### src/rtl/lstm_sequencer_if.sv
// Bundle of the sample input stream, cell-side handshake, result stream and
// error controls of the LSTM sequencer. The master modport is the sequencer's view.
interface lstm_sequencer_if #(
  parameter int WIDTH = 16
);
  logic [WIDTH-1:0] s_data;
  logic             s_first;
  logic             s_valid;
  logic             s_ready;
  logic [WIDTH-1:0] h_init;
  logic [WIDTH-1:0] C_init;
  logic             cell_ready;
  logic [WIDTH-1:0] cell_x;
  logic             cell_x_valid;
  logic [WIDTH-1:0] cell_h;
  logic             cell_h_valid;
  logic [WIDTH-1:0] cell_C;
  logic             cell_C_valid;
  logic [WIDTH-1:0] cell_y;
  logic [WIDTH-1:0] cell_Cq;
  logic             cell_valid;
  logic [WIDTH-1:0] m_y;
  logic [WIDTH-1:0] m_C;
  logic             m_first;
  logic             m_valid;
  logic             m_ready;
  logic             err;
  logic             err_clr;

  modport master (
    input  s_data, s_first, s_valid, h_init, C_init, cell_ready,
           cell_y, cell_Cq, cell_valid, m_ready, err_clr,
    output s_ready, cell_x, cell_x_valid, cell_h, cell_h_valid,
           cell_C, cell_C_valid, m_y, m_C, m_first, m_valid, err
  );

  modport slave (
    output s_data, s_first, s_valid, h_init, C_init, cell_ready,
           cell_y, cell_Cq, cell_valid, m_ready, err_clr,
    input  s_ready, cell_x, cell_x_valid, cell_h, cell_h_valid,
           cell_C, cell_C_valid, m_y, m_C, m_first, m_valid, err
  );
endinterface

### src/rtl/lstm_sequencer.sv
// Feeds buffered samples one at a time to a single LSTM cell, collects each
// result onto a ready/valid stream, and flags a cell that never answers.
module lstm_sequencer #(
  parameter int WIDTH      = 16,
  parameter int FIFO_DEPTH = 8,
  parameter int TIMEOUT    = 31
) (
  input logic              clk,
  input logic              rst,
  lstm_sequencer_if.master bus
);
  localparam int PTR_W = $clog2(FIFO_DEPTH);
  localparam int CNT_W = PTR_W + 1;
  localparam int WD_W  = $clog2(TIMEOUT + 1);

  typedef enum logic [1:0] {IDLE, ISSUE, WAIT, OUT} state_t;

  typedef struct packed {
    logic             first;
    logic [WIDTH-1:0] data;
  } entry_t;

  entry_t           fifo_mem [FIFO_DEPTH];
  logic [PTR_W-1:0] wr_ptr_q, rd_ptr_q;
  logic [CNT_W-1:0] count_q, count_d;
  logic             fifo_full, fifo_empty, push, pop;
  entry_t           head;

  state_t           state_q, state_d;
  logic [WD_W-1:0]  wd_q, wd_d;
  logic             first_q, first_d;
  logic [WIDTH-1:0] cell_x_q, cell_x_d, cell_h_q, cell_h_d, cell_C_q, cell_C_d;
  logic             x_valid_q, x_valid_d, hc_valid_q, hc_valid_d;
  logic [WIDTH-1:0] m_y_q, m_y_d, m_C_q, m_C_d;
  logic             m_first_q, m_first_d, m_valid_q, m_valid_d;
  logic             err_q, err_d, err_set;

  assign fifo_full  = (count_q == CNT_W'(FIFO_DEPTH));
  assign fifo_empty = (count_q == '0);
  assign push       = bus.s_valid && !fifo_full;
  assign head       = fifo_mem[rd_ptr_q];

  always_comb begin
    unique case ({push, pop})
      2'b10:   count_d = count_q + CNT_W'(1);
      2'b01:   count_d = count_q - CNT_W'(1);
      default: count_d = count_q;
    endcase
  end

  // NOTE: the sample store has no reset; emptiness is tracked by count_q alone.
  always_ff @(posedge clk) begin
    if (push) fifo_mem[wr_ptr_q] <= '{first: bus.s_first, data: bus.s_data};
  end

  always_comb begin
    // NOTE: every output of this block gets a default first so no latch is inferred.
    state_d    = state_q;
    pop        = 1'b0;
    wd_d       = wd_q;
    first_d    = first_q;
    cell_x_d   = cell_x_q;
    cell_h_d   = cell_h_q;
    cell_C_d   = cell_C_q;
    x_valid_d  = 1'b0;
    hc_valid_d = 1'b0;
    m_y_d      = m_y_q;
    m_C_d      = m_C_q;
    m_first_d  = m_first_q;
    m_valid_d  = m_valid_q;
    err_set    = 1'b0;
    case (state_q)
      IDLE: begin
        // Registered cell outputs are loaded here so they are live during ISSUE.
        if (!fifo_empty && bus.cell_ready) begin
          pop       = 1'b1;
          state_d   = ISSUE;
          cell_x_d  = head.data;
          x_valid_d = 1'b1;
          first_d   = head.first;
          if (head.first) begin
            hc_valid_d = 1'b1;
            cell_h_d   = bus.h_init;
            cell_C_d   = bus.C_init;
          end
        end
      end
      ISSUE: begin
        wd_d    = '0;
        state_d = WAIT;
      end
      WAIT: begin
        wd_d = wd_q + WD_W'(1);
        if (bus.cell_valid) begin
          m_y_d     = bus.cell_y;
          m_C_d     = bus.cell_Cq;
          m_first_d = first_q;
          m_valid_d = 1'b1;
          state_d   = OUT;
        end else if (wd_d == WD_W'(TIMEOUT)) begin
          err_set = 1'b1;
          state_d = IDLE;
        end
      end
      OUT: begin
        if (bus.m_ready) begin
          m_valid_d = 1'b0;
          state_d   = IDLE;
        end
      end
      default: state_d = IDLE;
    endcase
  end

  assign err_d = err_set || (err_q && !bus.err_clr);

  always_ff @(posedge clk or posedge rst) begin
    if (rst) begin
      wr_ptr_q   <= '0;
      rd_ptr_q   <= '0;
      count_q    <= '0;
      state_q    <= IDLE;
      wd_q       <= '0;
      first_q    <= 1'b0;
      cell_x_q   <= '0;
      cell_h_q   <= '0;
      cell_C_q   <= '0;
      x_valid_q  <= 1'b0;
      hc_valid_q <= 1'b0;
      m_y_q      <= '0;
      m_C_q      <= '0;
      m_first_q  <= 1'b0;
      m_valid_q  <= 1'b0;
      err_q      <= 1'b0;
    end else begin
      if (push) wr_ptr_q <= wr_ptr_q + PTR_W'(1);
      if (pop)  rd_ptr_q <= rd_ptr_q + PTR_W'(1);
      count_q    <= count_d;
      state_q    <= state_d;
      wd_q       <= wd_d;
      first_q    <= first_d;
      cell_x_q   <= cell_x_d;
      cell_h_q   <= cell_h_d;
      cell_C_q   <= cell_C_d;
      x_valid_q  <= x_valid_d;
      hc_valid_q <= hc_valid_d;
      m_y_q      <= m_y_d;
      m_C_q      <= m_C_d;
      m_first_q  <= m_first_d;
      m_valid_q  <= m_valid_d;
      err_q      <= err_d;
    end
  end

  assign bus.s_ready      = !fifo_full;
  assign bus.cell_x       = cell_x_q;
  assign bus.cell_x_valid = x_valid_q;
  assign bus.cell_h       = cell_h_q;
  assign bus.cell_h_valid = hc_valid_q;
  assign bus.cell_C       = cell_C_q;
  assign bus.cell_C_valid = hc_valid_q;
  assign bus.m_y          = m_y_q;
  assign bus.m_C          = m_C_q;
  assign bus.m_first      = m_first_q;
  assign bus.m_valid      = m_valid_q;
  assign bus.err          = err_q;
endmodule
### src/flat_wrapper.sv
// flat-port wrapper written by rule: the top's interface ports become plain ports
module lstm_sequencer_flat 
#(
  parameter int WIDTH      = 16,
  parameter int FIFO_DEPTH = 8,
  parameter int TIMEOUT    = 31
)
  (clk, rst, bus_s_data, bus_s_first, bus_s_valid, bus_h_init, bus_C_init, bus_cell_ready, bus_cell_y, bus_cell_Cq, bus_cell_valid, bus_m_ready, bus_err_clr, bus_s_ready, bus_cell_x, bus_cell_x_valid, bus_cell_h, bus_cell_h_valid, bus_cell_C, bus_cell_C_valid, bus_m_y, bus_m_C, bus_m_first, bus_m_valid, bus_err);
  lstm_sequencer_if #(.WIDTH(WIDTH)) bus_i ();
  input logic clk;
  input logic rst;
  input wire logic [$bits(bus_i.s_data)-1:0] bus_s_data;
  input wire logic [$bits(bus_i.s_first)-1:0] bus_s_first;
  input wire logic [$bits(bus_i.s_valid)-1:0] bus_s_valid;
  input wire logic [$bits(bus_i.h_init)-1:0] bus_h_init;
  input wire logic [$bits(bus_i.C_init)-1:0] bus_C_init;
  input wire logic [$bits(bus_i.cell_ready)-1:0] bus_cell_ready;
  input wire logic [$bits(bus_i.cell_y)-1:0] bus_cell_y;
  input wire logic [$bits(bus_i.cell_Cq)-1:0] bus_cell_Cq;
  input wire logic [$bits(bus_i.cell_valid)-1:0] bus_cell_valid;
  input wire logic [$bits(bus_i.m_ready)-1:0] bus_m_ready;
  input wire logic [$bits(bus_i.err_clr)-1:0] bus_err_clr;
  output wire logic [$bits(bus_i.s_ready)-1:0] bus_s_ready;
  output wire logic [$bits(bus_i.cell_x)-1:0] bus_cell_x;
  output wire logic [$bits(bus_i.cell_x_valid)-1:0] bus_cell_x_valid;
  output wire logic [$bits(bus_i.cell_h)-1:0] bus_cell_h;
  output wire logic [$bits(bus_i.cell_h_valid)-1:0] bus_cell_h_valid;
  output wire logic [$bits(bus_i.cell_C)-1:0] bus_cell_C;
  output wire logic [$bits(bus_i.cell_C_valid)-1:0] bus_cell_C_valid;
  output wire logic [$bits(bus_i.m_y)-1:0] bus_m_y;
  output wire logic [$bits(bus_i.m_C)-1:0] bus_m_C;
  output wire logic [$bits(bus_i.m_first)-1:0] bus_m_first;
  output wire logic [$bits(bus_i.m_valid)-1:0] bus_m_valid;
  output wire logic [$bits(bus_i.err)-1:0] bus_err;
  assign bus_i.s_data = bus_s_data;
  assign bus_i.s_first = bus_s_first;
  assign bus_i.s_valid = bus_s_valid;
  assign bus_i.h_init = bus_h_init;
  assign bus_i.C_init = bus_C_init;
  assign bus_i.cell_ready = bus_cell_ready;
  assign bus_i.cell_y = bus_cell_y;
  assign bus_i.cell_Cq = bus_cell_Cq;
  assign bus_i.cell_valid = bus_cell_valid;
  assign bus_i.m_ready = bus_m_ready;
  assign bus_i.err_clr = bus_err_clr;
  assign bus_s_ready = bus_i.s_ready;
  assign bus_cell_x = bus_i.cell_x;
  assign bus_cell_x_valid = bus_i.cell_x_valid;
  assign bus_cell_h = bus_i.cell_h;
  assign bus_cell_h_valid = bus_i.cell_h_valid;
  assign bus_cell_C = bus_i.cell_C;
  assign bus_cell_C_valid = bus_i.cell_C_valid;
  assign bus_m_y = bus_i.m_y;
  assign bus_m_C = bus_i.m_C;
  assign bus_m_first = bus_i.m_first;
  assign bus_m_valid = bus_i.m_valid;
  assign bus_err = bus_i.err;
  lstm_sequencer #(.WIDTH(WIDTH), .FIFO_DEPTH(FIFO_DEPTH), .TIMEOUT(TIMEOUT)) u_core (.clk(clk), .rst(rst), .bus(bus_i));
endmodule
### config.mk
export PLATFORM = sky130hd
export DESIGN_NAME = lstm_sequencer_flat
export DESIGN_NICKNAME = d
export VERILOG_FILES = /design/src/rtl/lstm_sequencer_if.sv /design/src/rtl/lstm_sequencer.sv /design/src/flat_wrapper.sv
export SDC_FILE = /design/constraint.sdc
export NUM_CORES = 1
export LEC_CHECK = 0
export ABC_AREA = 1
export BUFFER_PORTS_ARGS = -buffer_cell sky130_fd_sc_hd__buf_2
export CAP_MARGIN = 20
export CORE_ASPECT_RATIO = 2
export CORE_MARGIN = 2
export CORE_UTILIZATION = 40
export CTS_CLUSTER_SIZE = 10
export DETAILED_ROUTE_END_ITERATION = 10
export PLACE_DENSITY = 0.58
export SYNTH_ARGS = -nofsm -noshare
export SYNTH_HDL_FRONTEND = slang
export SYNTH_SLANG_ARGS = --single-unit
### constraint.sdc
create_clock -name clk -period 6.5 [get_ports clk]
set_clock_uncertainty 0.15 [all_clocks]
set_input_delay 1.3 -clock clk [delete_from_list [all_inputs] [get_ports clk]]
set_output_delay 1.3 -clock clk [all_outputs]
set_load 0.02 [all_outputs]
==> out/qor.csv <==
metric,value,unit
status,"complete, no violations",
fin_nets,1076,
globalplace.congestion,0.7930,
synth_cell_types,25,
root_buffer,clkbuf_16,
worstSetupStartpointType,register,
worst_pin_slew,0.7635,ns
dp_cells,1236,
synth_cells,804,
arrival,3.38,ns
critical_path_class,register to register,
switching_share,0.3843,
holdBufCountCts,0,
fin_crit_sh,0.4770,
worstPathRequired,6.77,ns
grt_usage,0.1807,
switchingPower,2157,uW
port_buffers,174,
clk_pin_slew_worst_paths,0.06,ns
hp-start,u_core.bus.cell_C[6],
met3_usage,0.02400,
synthTopCellsByCount,"141 x nand2_1, 136 x edfxtp_1, 114 x nor2_1, 103 x dfrtp_1, 75 x o21ai_0",
place_worst_setup_slack,3.000,ns
syn_to_final_growth,19.71,%
grt-busiest-layer,met2,
clock_power_share,0.238,
met2_usage,0.3490,
cts_buffers,27,
yosysSeqAreaShare,0.6959,
post-route-min-period,3.101,ns
yosys_warnings,0,
slew_viol_final,0,
cts_tree,built,
yosysTopAreaCell,edfxtp_1,
cts_htree_levels,1,
dr.pass1.iters,4,
numClockSinks,239,
setup_viol,0,
antenna_found_initial,2,
layout-drive-gt1-share,0.2608,
grt_max_degree,71,
crit_path_end_kind,register,
synth_area_leaders,"edfxtp_1 43%, dfrtp_1 27%, nand2_1 5.5%, nor2_1 4.5%, o21ai_0 3.9%",
internal_power,3455,uW
ctsResizeCount,0,
fin_ws,3.399,ns
ys_seq_elements,239,
worst_slew_margin_rel,0.4910,
sequentialPowerShare,0.395,
initial_utilization,0.4035,
drt-initial-drc-count,397,
grt_pass1_vias,6512,
ant_nets,0,
vias_per_cell,5.177,
synth_top_flop_cell,edfxtp_1,
synth_edf_count,136,
wirelength,23110,um
p_leak,0.004892,uW
cp_max_fo,70,
rows,80,
grt_pass1_wl,35560,um
clockBufferDepth,3,
vdd_drop_max,234.0,uV
fillers,2180,
worst_hold_path_type,register to register,
hpwl,14430,um
yosysTopAreaCellShare,0.4267,
dieArea,25260,um2
synth_area,9572,um2
async_reset_ff_frac,0.4310,
syn-num-nets,902,
vias,6632,
cts_setup_buffers,0,
clk_latency,0.54,ns
r2r-start,u_core.rd_ptr_q[0],
grt_setup_unrepaired,no,
drc,0,
hold_ws,0.3139,ns
cp-startpoint,u_core.rd_ptr_q[0],
finalHoldViolCount,0,
wire_per_inst,18.04,um
clock.fmax,322.5,MHz
core,23720,um2
die_x,113.4,um
power_density,489.7,nW/um2
postSynthAreaPerCell,11.91,um2
fin_cells,1281,
drv_cap,0,
use_met1,0.1977,
yosysMostFrequentCell,nand2_1,
grt_overflow,0,
power.total,5611,uW
p_comb_frac,0.367,
finalSetupTns,0,ns
ios,175,
die_y,222.8,um
-- per-stage QoR --
| stage | cell area, um2 | util |
|---|---|---|
| 2_1_floorplan | 9572 | - |
| 3_3_place_gp | 10710 | 0.4515 |
| 3_5_place_dp | 10710 | 0.4515 |
| 4_1_cts | 11460 | 0.4829 |
| 5_1_grt | 11460 | 0.4830 |
| 6_report | 11460 | 0.4830 |
-- kinds of logic after synthesis --
group                    synth area share
flip-flops                         0.6959
buffers and inverters             0.03569
AO/OA/AOI/OAI                     0.06915
XOR/XNOR                         0.005490
multiplexers                      0.03765
AND/OR/NAND/NOR                    0.1430
adder cells (fa/ha/maj)           0.01307
-- layout make-up --
type                            count  area [um2]  area share
Tap cell                          287       359.1     0.03134
Inverter                           32       122.6     0.01070
Timing Repair Buffer              190       991.0     0.08648
Antenna cell                        1       2.502   0.0002184
Clock inverter                      1       8.758   0.0007644
Multi-Input combinational cell    488        2576      0.2248
Clock buffer                       43       735.7     0.06421
Sequential cell                   239        6663      0.5815
-- sequential cells by signal, indices dropped and copies added (netlist names) --
| name | count |
|---|---|
| u_core.bus.m_first | 1 |
| u_core.bus.m_valid | 1 |
| u_core.bus.err | 1 |
| u_core.bus.cell_C_valid | 1 |
| u_core.first_q | 1 |
| u_core.wr_ptr_q | 3 |
| u_core.wd_q | 5 |
| u_core.bus.m_C | 16 |
| u_core.rd_ptr_q | 3 |
| u_core.bus.m_y | 16 |
| u_core.state_q | 2 |
| u_core.bus.cell_h | 16 |
| u_core.bus.cell_x_valid | 1 |
| u_core.count_q | 4 |
| u_core.bus.cell_C | 16 |
| u_core.fifo_mem | 136 |
| u_core.bus.cell_x | 16 |
-- power groups by stage --
stage / Clock (uW) / Sequential, uW / Combinational [uW]
6_report: 1340 / 2220 / 2060
5_1_grt: 1430 / 2260 / 2280
3_3_place_gp: 0 / 2240 / 2060
2_1_floorplan: 0 / 2540 / 1110
4_1_cts: 1380 / 2220 / 2100
3_5_place_dp: 0 / 2250 / 2100
-- critical path, stage by stage, from the launching register on --
cell and delay (ns):
dfrtp_2 0.37, buf_4 0.60, nor2_1 0.11, nor2_1 0.11, o21ai_0 0.10, nand3_2 0.49
nand3_2 0.72, nand2_1 0.24, nand2_1 0.07
-- cells in the final DEF (no fill, tap or decap), drive strengths merged --
cell    count
inv        32
o22ai       3
or2         1
clkbuf     43
a21oi       2
nor2      114
xnor2       1
nand4      36
clkinv      1
mux2       32
nand3      33
xor2        5
nand2     141
o21ai      77
edfxtp    136
buf       190
diode       1
o211ai     33
dfrtp     103
ha         10
-- per-layer routing --
| layer | wire length [um] | vias to the layer above | part of all wire |
|---|---|---|---|
| met2 | 12790 | 206 | 0.55 |
| met4 | 525 | 2 | 0.023 |
| li1 | - | 3148 | - |
| met1 | 8643 | 3244 | 0.37 |
| met5 | 11 | - | 0.00048 |
| met3 | 1142 | 32 | 0.049 |
-- path summary, 6_finish.rpt --
kind,to,slack [ns],depth (start not counted)
max reg2reg,u_core.bus.cell_h[5],3.40,8
min,u_core.bus.cell_C[6],0.31,2
max in group asynchronous,u_core.bus.m_C[11],4.33,3
min reg2reg,u_core.bus.cell_C[6],0.31,2
min in group asynchronous,u_core.bus.cell_C[14],0.71,2
max,u_core.bus.cell_h[5],3.40,8
(Power assumes the default switching activity.)
